File: config.mk
export PLATFORM = sky130hd
export DESIGN_NAME = inst_fetch_unit
export DESIGN_NICKNAME = d
export VERILOG_FILES = /design/src/rtl/riscv_pkg.sv /design/src/rtl/fetch_fifo.sv /design/src/rtl/inst_fetch_unit.sv
export SDC_FILE = /design/constraint.sdc
export NUM_CORES = 1
export LEC_CHECK = 0
export ABC_AREA = 1
export BUFFER_PORTS_ARGS = -buffer_cell sky130_fd_sc_hd__clkbuf_2
export CAP_MARGIN = 20
export CORE_MARGIN = 4
export CORE_UTILIZATION = 56
export DETAILED_ROUTE_END_ITERATION = 16
export GPL_TIMING_DRIVEN = 0
export HOLD_SLACK_MARGIN = 0.12
export PLACE_DENSITY_LB_ADDON = 0.15
export SYNTH_ARGS = -nofsm -noshare
export SYNTH_HDL_FRONTEND = slang
export SYNTH_HIERARCHICAL = 1
export SYNTH_SLANG_ARGS = --single-unit
File: constraint.sdc
create_clock -name clk -period 4.6 [get_ports clk]
set_clock_uncertainty 0.1 [all_clocks]
set_input_delay 0.23 -clock clk [delete_from_list [all_inputs] [get_ports clk]]
set_output_delay 0.23 -clock clk [all_outputs]
set_load 0.005 [all_outputs]
File: src/rtl/riscv_pkg.sv
// Shared RISC-V front-end definitions.
//   XLEN             : machine word width
//   NOP_INST         : canonical NOP (addi x0, x0, 0) shown when no instruction is held
//   RESET_PC_DEFAULT : default first fetch address after reset
//   PC_INC           : sequential fetch stride in bytes
//   fetch_entry_t    : one buffered fetch result, {pc, inst}
//   word_align()     : clears the byte-offset bits of an address
package riscv_pkg;

  localparam int XLEN = 32;

  localparam logic [XLEN-1:0] NOP_INST         = 32'h0000_0013;
  localparam logic [XLEN-1:0] RESET_PC_DEFAULT = 32'h0000_0000;
  localparam logic [XLEN-1:0] PC_INC           = 32'd4;

  typedef struct packed {
    logic [XLEN-1:0] pc;
    logic [XLEN-1:0] inst;
  } fetch_entry_t;

  function automatic logic [XLEN-1:0] word_align(input logic [XLEN-1:0] addr);
    return {addr[XLEN-1:2], 2'b00};
  endfunction

endpackage

File: src/rtl/fetch_fifo.sv
// Synchronous instruction buffer holding {pc, inst} pairs.
// Ports:
//   clk        : clock, all state on rising edge
//   rst        : synchronous active-high reset (clears pointers and count)
//   flush      : synchronous empty; wins over a simultaneous push
//   push       : write push_data at the tail
//   push_data  : {pc, inst} entry to store
//   pop        : advance the head (caller guarantees non-empty)
//   head_data  : entry at the head (meaningless while empty)
//   count      : current occupancy, 0..DEPTH
//   empty      : occupancy is zero
// Storage is not reset; only pointers and count are control state.
module fetch_fifo
  import riscv_pkg::*;
#(
  parameter int DEPTH = 2,
  localparam int AW = $clog2(DEPTH),
  localparam int CW = AW + 1
) (
  input  logic         clk,
  input  logic         rst,
  input  logic         flush,
  input  logic         push,
  input  fetch_entry_t push_data,
  input  logic         pop,
  output fetch_entry_t head_data,
  output logic [CW-1:0] count,
  output logic         empty
);

  fetch_entry_t  mem [DEPTH];
  logic [AW-1:0] rd_ptr;
  logic [AW-1:0] wr_ptr;

  // Pointers wrap naturally because DEPTH is a power of two.
  always_ff @(posedge clk) begin
    if (rst || flush) begin
      rd_ptr <= '0;
      wr_ptr <= '0;
      count  <= '0;
    end else begin
      if (push) wr_ptr <= wr_ptr + 1'b1;
      if (pop)  rd_ptr <= rd_ptr + 1'b1;
      count <= count + CW'(push) - CW'(pop);
    end
  end

  always_ff @(posedge clk) begin
    if (push) mem[wr_ptr] <= push_data;
  end

  assign head_data = mem[rd_ptr];
  assign empty     = (count == '0);

endmodule

File: src/rtl/inst_fetch_unit.sv
// Instruction fetch front-end.
// Owns the fetch PC, issues one word read per cycle to a synchronous-read
// instruction memory while buffer credit allows, and queues returned words with
// their PCs for decode.
// Ports:
//   clk, rst        : clock and synchronous active-high reset
//   redirect_i      : flush everything buffered / in flight, restart at redirect_pc_i
//   redirect_pc_i   : restart address (low two bits ignored)
//   inst_addr_o     : memory word address (the fetch PC register)
//   inst_ce_o       : memory read request this cycle
//   inst_i          : memory read data, valid the cycle after a request
//   id_valid_o      : head of buffer holds an instruction
//   id_inst_o       : head instruction, NOP when empty
//   id_pc_o         : head PC, 0 when empty
//   id_ready_i      : decode consumes the head this cycle
module inst_fetch_unit
  import riscv_pkg::*;
#(
  parameter logic [31:0] RESET_PC   = RESET_PC_DEFAULT,
  parameter int          FIFO_DEPTH = 2
) (
  input  logic        clk,
  input  logic        rst,
  input  logic        redirect_i,
  input  logic [31:0] redirect_pc_i,
  output logic [31:0] inst_addr_o,
  output logic        inst_ce_o,
  input  logic [31:0] inst_i,
  output logic        id_valid_o,
  output logic [31:0] id_inst_o,
  output logic [31:0] id_pc_o,
  input  logic        id_ready_i
);

  localparam int CW = $clog2(FIFO_DEPTH) + 1;

  logic [XLEN-1:0] fetch_pc;
  logic            inflight;
  logic [XLEN-1:0] inflight_pc;

  logic [CW-1:0]   fifo_count;
  logic            fifo_empty;
  fetch_entry_t    head;
  fetch_entry_t    resp;

  logic            pop;
  logic            push;
  logic            issue;
  logic [CW:0]     outstanding;

  assign pop = id_valid_o & id_ready_i;

  // Credit: buffered + in-flight after this cycle's pop must leave room for
  // one more word. The pop term makes id_ready_i reach inst_ce_o
  // combinationally, which is what sustains one fetch per cycle.
  assign outstanding = {1'b0, fifo_count} + (CW+1)'(inflight) - (CW+1)'(pop);
  assign issue       = !rst && !redirect_i && (outstanding < (CW+1)'(FIFO_DEPTH));

  assign inst_ce_o   = issue;
  assign inst_addr_o = fetch_pc;

  // ---- request stage: fetch PC and in-flight tracking ----
  always_ff @(posedge clk) begin
    if (rst) begin
      fetch_pc <= RESET_PC;
      inflight <= 1'b0;
    end else if (redirect_i) begin
      fetch_pc <= word_align(redirect_pc_i);
      inflight <= 1'b0;
    end else begin
      if (issue) fetch_pc <= fetch_pc + PC_INC;
      inflight <= issue;
    end
  end

  always_ff @(posedge clk) begin
    if (issue) inflight_pc <= fetch_pc;
  end

  // ---- response stage: memory data joins its PC in the buffer ----
  // A redirect in the response cycle drops the word via flush priority.
  assign push      = inflight & !redirect_i;
  assign resp.pc   = inflight_pc;
  assign resp.inst = inst_i;

  fetch_fifo #(
    .DEPTH (FIFO_DEPTH)
  ) u_fifo (
    .clk       (clk),
    .rst       (rst),
    .flush     (redirect_i),
    .push      (push),
    .push_data (resp),
    .pop       (pop),
    .head_data (head),
    .count     (fifo_count),
    .empty     (fifo_empty)
  );

  // ---- decode interface: registered buffer head, idle values when empty ----
  assign id_valid_o = !fifo_empty;
  assign id_inst_o  = fifo_empty ? NOP_INST : head.inst;
  assign id_pc_o    = fifo_empty ? '0 : head.pc;

endmodule

* Word level (Yosys, flattened, before mapping) *
Memory sizes are Yosys's and may differ from the RTL's. A register that Yosys moved wholly into a read port is not among the register bits.
Cells that the tools add are included.

operators by class
  div/mod/pow operators = 0
  magnitude comparators = 1
  equal/unequal tests = 0
  reductions and logical operators = 9
  bitwise logic cells = 2
  muxes and demuxes = 8
  add/sub/neg operators = 7
  shifts and indexed selects = 0
  $mul = 0

operators with widths
  kind                     number
  $mux W32                 4
  $add A32 B3 Y32 const B  1
  $mux W1                  4
  $add A2 B1 Y3            1
  $logic_not A1 Y1         3
  $lt A3 B2 Y1 const B     1
  $sub A3 B1 Y3            1
  $add A1 B1 Y1 const B    2
  $add A2 B1 Y2            1
  $and A1 B1 Y1            2
  $logic_and A1 B1 Y1      2
  $logic_not A2 Y1         1
  $reduce_bool A2 Y1       1
  $reduce_or A2 Y1         1
  $sub A2 B1 Y2            1
  $logic_or A1 B1 Y1       1

storage, ports and cells
  RAM bits = 128
  output and inout port bits = 98
  memories = 1
  register bits after elaboration = 69
  word-level logic and storage cells = 35
  bits of input ports = 68
  bits in read-only memories = 0
  latch bits = 0

memory list
  name        depth  bits a word  read ports  clocked after Yosys merged registers in  wr ports  line              text
  u_fifo.mem  2      64           1           1                                        1         fetch_fifo.sv:31  fetch_entry_t mem [DEPTH];

* Logic depth before layout (Yosys ltp) *
  depth in word-level cells = 8
  gate-level depth with buffers = 15
  depth with buffers taken out = 14

* Modules after synthesis *
Netlist, hierarchy kept.

by module, submodules not included
  module           area each (µm²)  cells each  times used  seq. area each (µm²)
  fetch_fifo       5144.9           230         1           3943.8
  inst_fetch_unit  3827.4           559         1           1521.5

* Worst setup path after synthesis *
OpenSTA, ideal clock, no wires.

  path kind = input to register
  start point = input redirect_i
  end point = memory u_fifo/mem[0][0] (netlist name), enable pin
  slack = 0.489 ns
  data required time = 4.014 ns
  arrival time = 3.524 ns
  path buffers = 2
  setup time = 0.486 ns
  stages on the path = 5
  path through = buf_2 > clkbuf_1 > nor2_1 > inv_1 > nor2_1

on the way
  word-level cells in the longest chain between the ends = 4

RTL lines
  what                           line                   text
  start: declaration             inst_fetch_unit.sv:24  input logic redirect_i,
  $logic_not A1 Y1               inst_fetch_unit.sv:82  assign push = inflight & !redirect_i;
  $and A1 B1 Y1                  inst_fetch_unit.sv:82
  net push                       inst_fetch_unit.sv:47  logic push;
  $mux W1                        fetch_fifo.sv:49       if (push) mem[wr_ptr] <= push_data;
  $mux W1 (not written as such)  fetch_fifo.sv:49
  end: declaration               fetch_fifo.sv:31

The timed path passes the listed nets, and every way through them passes these cells.

* Worst setup path in the final report *
  start point = register u_fifo.count[1]
  end point = output inst_ce_o

on the way
  word-level cells in the longest chain between the ends = 6
  elaborated cells between the ends (all ways) = 7
  those cells by class = 2 x add/sub; 1 x order compare; 1 x bitwise; 3 x reduce/logical

RTL lines
  what                      line                    text
  start: declaration        fetch_fifo.sv:27        output logic [CW-1:0] count,
  start signal: assignment  fetch_fifo.sv:44        count <= count + CW'(push) - CW'(pop);
  $logic_not A2 Y1          fetch_fifo.sv:53        assign empty = (count == '0);
  net fifo_empty            inst_fetch_unit.sv:42   logic fifo_empty;
  $logic_not A1 Y1          inst_fetch_unit.sv:101  assign id_valid_o = !fifo_empty;
  $and A1 B1 Y1             inst_fetch_unit.sv:51   assign pop = id_valid_o & id_ready_i;
  net pop                   inst_fetch_unit.sv:46   logic pop;
  $sub A3 B1 Y3             inst_fetch_unit.sv:56   assign outstanding = {1'b0, fifo_count} + (CW+1)'(inflight) - (CW+1)'(pop);
  $lt A3 B2 Y1              inst_fetch_unit.sv:57   assign issue = !rst && !redirect_i && (outstanding < (CW+1)'(FIFO_DEPTH));
  $logic_and A1 B1 Y1       inst_fetch_unit.sv:57
  end: declaration          inst_fetch_unit.sv:27   output logic inst_ce_o,

The timed path passes the listed nets, and every way through them passes these cells.

==> run summary <==
The worst path arrival time came out at 3.87 ns. 166 I/O pins were placed. The via count of the first global-routing pass is 6082. The number of endpoints failing setup at the final stage is 0. The worst path meets setup with 0.399 ns of slack. The buffer count from post-CTS setup fixing came out at 0.

The data required time at the worst endpoint is 4.27 ns. The switching part of the total power is 20.9%. The sequential share of power came out at 50.4%. The hold slack came out at 0.171 ns.

The maximum frequency from static timing analysis is 0.238 GHz. The part of the Yosys area used for sequential elements is 60.9%. TritonCTS built the clock tree. The HPWL after detailed placement is 12600 um. The cell count after synthesis came out at 789. Prior to clock tree synthesis, the placed netlist has a worst setup slack of 0.769 ns. The detailed router placed 6142 vias in this run. The count of inserted antenna diode cells came out at 0.

The remaining antenna violation count after routing is 0. The power density over cell area is 347 nW/um^2. The overall power came out at 0.00399 W.

In this run, the clock network consumes 41.1% of the power. The register clock-pin slew on the reported worst setup and hold paths came out at 0.06 ns. The area of the mapped netlist is 8970 sq um.

The pre-antenna-repair detailed-routing pass consisted of 5 iterations. The slew at the pin closest to its max-slew limit came out at 0.868 ns. The final layout contains routed wiring with a total length of 18600 um. The fraction of layout cells with a size suffix above 1 is 29.7%. Counting every sink on the clock net gives 194. For the finished layout, the period the worst path requires is 4.20 ns. In the routed design, unresolved DRC markers number 0. The clock latency on the worst-skew pair came out at 0.42 ns.

The number of max-cap violations came out at 0. The total number of yosys warnings came out at 6. The horizontal die dimension came out at 135 um. The remaining global-route overflow came out at 0. The critical path is of the flop to output port type.

The kind of end point of the critical path is an output port. In the synthesized netlist the dominant register cell turns out to be sky130_fd_sc_hd__edfxtp_1. The number of antenna violations at the first check in global routing came out at 0. In the post-synthesis netlist, the biggest area contributors are sky130_fd_sc_hd__edfxtp_1 53%, sky130_fd_sc_hd__mux2_4 10%, sky130_fd_sc_hd__dfxtp_1 8.0%.

In the post-synthesis netlist, the cell with the most instances is sky130_fd_sc_hd__edfxtp_1. The maximum vdd ir drop is 0.270 mV. The count of buffers inserted at the top-level ports is 161.

The core occupancy in the finished layout came out at 72.8%. Combinational logic is responsible for 8.4% of the overall power. Entering global routing, the biggest net connects 66 pins. Of the available clock period, the critical path in the final layout requires 91.3%. The first routing iteration left 337 violations. The routability-driven placement congestion ratio came out at 0.883. The growth of design area from synthesis to finish is 28.0%. After clock tree synthesis, the repair step resized 0 gates. The highest net fanout along the worst path came out at 40. Counting flops with an async set or reset pin after synthesis yields a share of 0%. The average instance area after synthesis is 11.4 sq um.

STA classifies the critical path startpoint as a flop. Setup repair after global routing left no endpoint under its margin. The synthesized design spends more area on one cell type than any other, namely sky130_fd_sc_hd__edfxtp_1. For this run, the post-layout net count is 1118. After floorplanning, the core was sized to cover 15800 sq um. The leakage power summed over all cells is 4.89 nW. The worst-case clock buffer depth came out at 2.

In this run the power spent charging and discharging nets is 0.000832 W. The count of flip-flops with a built-in enable after synthesis is 158. Once the floorplan was initialized, standard cells occupied 56.9% of the core.

The placement row count is 46. The unique cell type count in the Yosys netlist is 40. The tree is rooted in a sky130_fd_sc_hd__clkbuf_16. The share of synthesized area in the top cell type comes to 52.9%. Global routing used 21.0% of the available tracks across all layers.

In the synthesized netlist, the cells that appear most often are 158 x sky130_fd_sc_hd__edfxtp_1, 130 x sky130_fd_sc_hd__inv_1, 127 x sky130_fd_sc_hd__nand2_1. The routed via count divided by cell count is 4.82. The number of max-slew violations in the final report came to 0. The number of buffers inserted for hold repair after clock tree synthesis came out at 69. The path class of the tightest hold or removal check is input pin to flop. The count of final hold-check violations came to 0. The first global-routing pass estimated 29700 um of wire. The floorplan step defined a die boundary enclosing 18100 sq um.

The number of clock buffers inserted by TritonCTS came out at 17. The internal portion of the total power is 0.00316 W. The flip-flop and latch count after synthesis came out at 194. In the final timing run, aggregate negative setup slack is 0 ns. The average routed wire per standard cell came out at 14.6 um.

The chip height is 135 um. The flow ran to the end, and the final reports show no timing, DRC or antenna violations. The depth of the CTS H-tree is 4. The relative slew slack came out at 42.1%.
routing by layer:
metal	part of all wire (%)	up-vias	routed length (um)	track usage (%)
met1	42	2853	7870	26.1
met4	1.7	0	313	5.94
met2	50	186	9410	37.6
li1	-	3081	-	-
met3	5.6	22	1050	4.14
met5	0	-	0	0
cells by family after synthesis:
logic type                 synth area share, %
and+or+nand+nor                           15.2
muxes                                     10.5
xor gates and xnor gates                 0.767
DFF                                       60.9
AOI/OAI and AO/OA                         3.22
adders and majority gates                0.781
buffers and inverters                     8.49
other                                   0.0418
cell usage in the layout (no fill, tap or decap), drive strengths merged:
cell           n
clkbuf       192
edfxtp       158
nand2        140
inv          135
nor2         117
dlygate4sd3   69
mux2          64
nand3         37
dfxtp         36
a21oi         26
o21ai         21
buf           17
conb           6
bufinv         6
or2            6
xnor2          5
ha             4
clkinv         4
o211ai         3
and2           2
a31oi          2
xor2           2
nor3           2
o21bai         1
a22oi          1
fa             1
clkinvlp       1
state kept, by name (all words and copies together) (netlist names), named ones only:
register and cells:
inst_addr_o 30, u_fifo/mem 128, u_fifo/wr_ptr 1, inflight_pc 30, u_fifo/rd_ptr 1, inflight 1, u_fifo/count 2
per-stage QoR:
step | instances | instance area, sq um
4_1_cts | 1274 | 11500
2_1_floorplan | 794 | 8990
5_1_grt | 1274 | 11500
3_5_place_dp | 1173 | 10100
6_report | 1274 | 11500
3_3_place_gp | 1171 | 10100
layout make-up:
cell class                      count  area [sq um]
Clock buffer                       19           433
Buffer                             27           253
Clock inverter                     13           233
Timing Repair Buffer              232          1550
Sequential cell                   194          5470
Fill cell                        1100          4280
Multi-Input combinational cell    440          2770
Tap cell                          216           270
Inverter                          133           512
power by group through the flow:
| stage | Sequential, W | Combinational (W) | Clock (W) |
|---|---|---|---|
| floorplan | 0.00204 | 0.000171 | 0 |
| global placement | 0.00205 | 0.000274 | 0 |
| detailed placement | 0.00205 | 0.000286 | 0 |
| CTS | 0.00201 | 0.000336 | 0.00167 |
| global route | 0.00202 | 0.000371 | 0.00173 |
| finish | 0.00201 | 0.000336 | 0.00164 |
path summary, 6_finish.rpt:
kind	start	endpoint	slack (ns)	cells after the start
worst min register to register	inflight_pc[25]	u_fifo/mem[1][57]	0.34	0
worst max-delay path	u_fifo/count[1]	inst_ce_o	0.40	11
worst max register to register	u_fifo/count[1]	inst_addr_o[8]	0.63	15
worst min-delay path	id_ready_i	flop	0.17	5
critical path, stage by stage, from the launching register on:
cell and delay [ns]:
sky130_fd_sc_hd__dfxtp_1 0.38, sky130_fd_sc_hd__nor2_1 0.32, sky130_fd_sc_hd__clkbuf_1 0.46, sky130_fd_sc_hd__nor2_1 0.19
sky130_fd_sc_hd__ha_1 0.30, sky130_fd_sc_hd__or2_2 0.30, sky130_fd_sc_hd__fa_1 0.41, sky130_fd_sc_hd__xnor2_2 0.29
sky130_fd_sc_hd__nand2_8 0.13, sky130_fd_sc_hd__clkinv_4 0.11, sky130_fd_sc_hd__buf_6 0.35, sky130_fd_sc_hd__clkbuf_2 0.19
Note: power is estimated with default switching activity, not from simulation.
